## config.mk

```make
export PLATFORM = sky130hd
export DESIGN_NAME = keccak_ctrl
export DESIGN_NICKNAME = d
export VERILOG_FILES = /design/src/rtl/keccak_pkg.sv /design/src/rtl/keccak_round_cnt.sv /design/src/rtl/keccak_ctrl.sv
export SDC_FILE = /design/constraint.sdc
export NUM_CORES = 1
export LEC_CHECK = 0
export CORE_MARGIN = 8
export CORE_UTILIZATION = 24
export DETAILED_ROUTE_END_ITERATION = 6
export MAX_ROUTING_LAYER = met4
export PLACE_DENSITY = 0.57
export SYNTH_ARGS = -nofsm -noshare
export SYNTH_HDL_FRONTEND = slang
export SYNTH_SLANG_ARGS = --single-unit
export TNS_END_PERCENT = 1
```

## constraint.sdc

```tcl
create_clock -name clk -period 4.8 [get_ports clk]
set_input_delay 0.48 -clock clk [delete_from_list [all_inputs] [get_ports clk]]
set_output_delay 0.48 -clock clk [all_outputs]
set_load 0.02 [all_outputs]
```

## src/rtl/keccak_pkg.sv

```systemverilog
// Shared definitions for the Keccak permutation controller.
//   NUM_ROUNDS : permutation rounds per absorbed block
//   RC_W       : width of the round index (2^RC_W >= NUM_ROUNDS)
//   state_e    : controller FSM state encoding
package keccak_pkg;

  localparam int NUM_ROUNDS = 24;
  localparam int RC_W       = 5;

  typedef enum logic [1:0] {
    ST_IDLE  = 2'd0,
    ST_LOAD  = 2'd1,
    ST_ROUND = 2'd2,
    ST_DONE  = 2'd3
  } state_e;

endpackage

```

## src/rtl/keccak_round_cnt.sv

```systemverilog
// Round counter for the Keccak controller.
//   clk, rst_n : clock, async active-low reset
//   clr_i      : return the count to 0 (takes priority over inc_i)
//   inc_i      : advance the count by one
//   cnt_o      : current round number
//   last_o     : count equals NUM_ROUNDS-1
module keccak_round_cnt
  import keccak_pkg::*;
#(
  parameter int NUM_ROUNDS = keccak_pkg::NUM_ROUNDS,
  parameter int RC_W       = keccak_pkg::RC_W
) (
  input  logic            clk,
  input  logic            rst_n,
  input  logic            clr_i,
  input  logic            inc_i,
  output logic [RC_W-1:0] cnt_o,
  output logic            last_o
);

  localparam logic [RC_W-1:0] LastIdx = RC_W'(NUM_ROUNDS - 1);
  localparam logic [RC_W-1:0] One     = RC_W'(1);

  logic [RC_W-1:0] cnt_q, cnt_d;

  always_comb begin
    cnt_d = cnt_q;
    if (clr_i) begin
      cnt_d = '0;
    end else if (inc_i) begin
      cnt_d = cnt_q + One;
    end
  end

  always_ff @(posedge clk or negedge rst_n) begin
    if (!rst_n) begin
      cnt_q <= '0;
    end else begin
      cnt_q <= cnt_d;
    end
  end

  assign cnt_o  = cnt_q;
  assign last_o = (cnt_q == LastIdx);

endmodule

```

## src/rtl/keccak_ctrl.sv

```systemverilog
// Sequencing controller for a Keccak sponge: clears the state register on a
// new message, absorbs rate blocks, steps the round index through the
// permutation and presents the digest. Holds no datapath storage.
//   clk, rst_n  : clock, async active-low reset
//   start       : begin a new message (honoured in IDLE only)
//   blk_valid   : rate block present (honoured in LOAD only)
//   blk_last    : presented block is the final one
//   blk_ready   : block accepted this cycle (Moore, state==LOAD)
//   dig_ready   : consumer accepts the digest
//   dig_valid   : state register holds the digest (Moore, state==DONE)
//   state_clr   : new-message clear for the state register
//   state_en    : state register load enable
//   absorb_sel  : 1 = block XOR state, 0 = round-function output
//   round_idx   : round-constant index
//   busy        : controller not idle
//
// state    | meaning
// ---------+-------------------------------------------------
// IDLE     | waiting for start; start pulses state_clr
// LOAD     | waiting for a rate block; absorb on blk_valid
// ROUND    | one permutation round per cycle
// DONE     | digest held until dig_ready
module keccak_ctrl
  import keccak_pkg::*;
#(
  parameter int NUM_ROUNDS = keccak_pkg::NUM_ROUNDS,
  parameter int RC_W       = keccak_pkg::RC_W
) (
  input  logic            clk,
  input  logic            rst_n,
  input  logic            start,
  input  logic            blk_valid,
  input  logic            blk_last,
  output logic            blk_ready,
  input  logic            dig_ready,
  output logic            dig_valid,
  output logic            state_clr,
  output logic            state_en,
  output logic            absorb_sel,
  output logic [RC_W-1:0] round_idx,
  output logic            busy
);

  state_e state_q, state_d;
  logic   last_q, last_d;
  logic   cnt_clr, cnt_inc, cnt_last;

  keccak_round_cnt #(
    .NUM_ROUNDS (NUM_ROUNDS),
    .RC_W       (RC_W)
  ) u_round_cnt (
    .clk    (clk),
    .rst_n  (rst_n),
    .clr_i  (cnt_clr),
    .inc_i  (cnt_inc),
    .cnt_o  (round_idx),
    .last_o (cnt_last)
  );

  always_comb begin
    state_d    = state_q;
    last_d     = last_q;
    state_clr  = 1'b0;
    state_en   = 1'b0;
    absorb_sel = 1'b0;
    cnt_clr    = 1'b0;
    cnt_inc    = 1'b0;
    unique case (state_q)
      ST_IDLE: begin
        if (start) begin
          state_clr = 1'b1;
          state_d   = ST_LOAD;
        end
      end
      ST_LOAD: begin
        if (blk_valid) begin
          state_en   = 1'b1;
          absorb_sel = 1'b1;
          last_d     = blk_last;
          cnt_clr    = 1'b1;
          state_d    = ST_ROUND;
        end
      end
      ST_ROUND: begin
        state_en = 1'b1;
        if (cnt_last) begin
          // Counter wraps to 0 here so LOAD/DONE always see round_idx==0.
          cnt_clr = 1'b1;
          state_d = last_q ? ST_DONE : ST_LOAD;
        end else begin
          cnt_inc = 1'b1;
        end
      end
      ST_DONE: begin
        if (dig_ready) begin
          state_d = ST_IDLE;
        end
      end
      default: state_d = ST_IDLE;
    endcase
  end

  always_ff @(posedge clk or negedge rst_n) begin
    if (!rst_n) begin
      state_q <= ST_IDLE;
      last_q  <= 1'b0;
    end else begin
      state_q <= state_d;
      last_q  <= last_d;
    end
  end

  assign blk_ready = (state_q == ST_LOAD);
  assign dig_valid = (state_q == ST_DONE);
  assign busy      = (state_q != ST_IDLE);

endmodule

```

==> out/metrics.cfg <==
[status]
status=complete, no violations

[final_layout]
area_growth_pct=39.07
final_cell_mix=clkdlybuf4s50_1 (16), dfrtp_1 (8), nand2_1 (5), a21oi_1 (5), ha_1 (5)
layout.cells.most_common=clkdlybuf4s50_1
drive_gt1_share_pct=10.96
antenna-diode-count=0
nets=86

[critical_path]
crit_fanout=11
path_delay_family=buffers and inverters
endpoint=state_en
cp-end-kind=output pin
crit_path_start=state_q[0]$_DFFE_PN0P_
crit_chain=inv_1 > ha_1 > o21a_1 > clkdlybuf4s50_1
cpMaxStageDelayCell=clkdlybuf4s50_1
timing.rr.start=state_q[0]$_DFFE_PN0P_
r2r_end=u_round_cnt.cnt_o[3]$_DFFE_PN0P_
worstPathRequired_ps=4320
cp_data_arrival_time_ps=2000
max_stage_delay_ps=600
rrSetupSlack_ps=2970
path_class=reg2out
cp_num_buf_inv=2
reg2regPathDepth=5
cp.depth=4
startpoint_type=flip-flop

[synth]
seq_area_frac_synth_pct=37.21
synth_area_leaders=dfrtp_1 (37%), ha_1 (12%), a2111oi_4 (5.1%)
yosys.area.top_type=dfrtp_1
syn_nets=66
syn_area_um2=538.0
synth.avg_cell_area_um2=9.782
synth_seq_cells=8
ys_types=26
yosysWarnings=0
syn_inst=55
synth_top_area_share_pct=37.21

[power]
power_density_nw_per_um2=690.2
leakage_nw=0.3389
peakVddDrop_mv=0.3025
fin_total_pwr_mw=0.5164

[sta]
tightest_slew_ps=444.3
fin_skew_ps=4.060
tns_ps=0
drv_slew=0
period_needed_ps=2481
clock.fmax_ghz=0.4031
timing.max_slew.rel_slack_pct=70.38
finalWorstSetupSlack_ps=2319
rsz0062_at_grt=no
min_period_over_period_pct=51.68
hold_violations=0
setup_violations=0

[drt]
via_per_inst=4.465
via_count=451
wire_per_inst_um=11.85
dr.pass1.iters=3
post-route-drc-count=0
ant_nets=0
drt_iter0_markers=6
wirelength_um=1197

[global_routing]
grt_util_met2_pct=9.379
grt_usage_pct=6.489
grt_pass1_wl_um=2028
grt_busiest_layer=met2
grt_overflow=0
gr-usage-met3_pct=3.534
grt_max_degree=12
antenna_found_initial=0
grtUsageMet1_pct=7.325
grt_pass1_vias=467

[placed_design]
dp_hpwl_um=957.7
dp_slack_ps=2388
gp_congestion=0.7085
port_buffers=16

[cts]
clock_sinks=8
htreeDepth=1
clk_latency_ps=260
cts.clk_slew.worst_paths_ps=60
ctsResizeCount=0
cts_tree=built
cts_hold_buf=0
numCtsBuffers=3
cts.path.max_buffers=2
root_buffer=clkbuf_4
cts_setup_buffers=0

[floorplan]
core.rowCount=17
ioPinCount=17
core_um2=2170
die_area_um2=4013
initial_core_util_pct=24.80
die_h_um=63.35
die_x_um=63.35

[min_path]
min-delay-path-class=in2async

[flow_run]
maxCapViolations=0

-- routing by layer --
metal	vias up	share of wire, %
met5	-	0
met2	15	44
met3	4	6.0
li1	231	-
met4	0	1.3
met1	201	49
-- worst min path at each step --
stage / start / slack (ps) / endpoint
after floorplan: rst_n / 180 / last_q$_DFFE_PN0P_
after global placement: last_q$_DFFE_PN0P_ / 510 / last_q$_DFFE_PN0P_
after detailed placement: last_q$_DFFE_PN0P_ / 520 / last_q$_DFFE_PN0P_
after CTS: rst_n / 510 / state_q[1]$_DFFE_PN0P_
after global routing: rst_n / 510 / last_q$_DFFE_PN0P_
final: rst_n / 500 / state_q[1]$_DFFE_PN0P_
-- sequential cells by signal, indices dropped and copies added, names as in the netlist --
register	count
u_round_cnt.cnt_o	5
state_q	2
last_q	1
-- through the flow --
stage | utilization, % | instances | hold WS [ps] | instance area (um^2)
floorplan | - | 55 | 184.4 | 538.0
global placement | 33.45 | 98 | 512.2 | 725.7
detailed placement | 33.45 | 98 | 518.0 | 725.7
CTS | 34.49 | 101 | 513.1 | 748.2
global route | 34.49 | 101 | 514.7 | 748.2
finish | 34.49 | 101 | 497.5 | 748.2
-- cell usage after synthesis (all sizes together) --
master / number
dfrtp: 8
a21oi: 5
ha: 5
nand2: 5
inv: 4
nor2: 4
nor2b: 3
a31oi: 2
and2: 2
and3: 2
o21ai: 2
a2111oi: 1
a21o: 1
a22oi: 1
a311oi: 1
buf: 1
mux2: 1
nand3: 1
nand4b: 1
nor3: 1
nor4: 1
o21a: 1
or3: 1
xor2: 1
-- final cells by class --
class	count	area, um^2
Clock buffer	3	22.52
Fill cell	243	1421
Inverter	4	15.01
Multi-Input combinational cell	42	315.3
Sequential cell	8	200.2
Tap cell	28	35.03
Timing Repair Buffer	16	160.2
-- cell families after synthesis --
| logic type | after synthesis | synth area share, % |
|---|---|---|
| buffers and inverters | 5 | 4.186 |
| flip-flops | 8 | 37.21 |
| multiplexers | 1 | 2.093 |
| AO/OA/AOI/OAI | 14 | 19.77 |
| adder cells (fa/ha/maj) | 5 | 11.63 |
| XOR/XNOR | 1 | 1.628 |
| AND/OR/NAND/NOR | 21 | 23.49 |
-- where the power goes --
group	switching, mW	leakage [nW]	internal, mW
logic	0.173	0.226	0.156
registers	0.0370	0.0992	0.0981
clock network	0.0235	0.0138	0.0287
-- worst reg2reg max path: stages (launching register included) --
cell and delay [ps]:
dfrtp_1 420, inv_1 100, ha_1 430, nand2_1 200
or3_2 480, a21oi_1 120
Note: power is estimated with default switching activity, not from simulation.
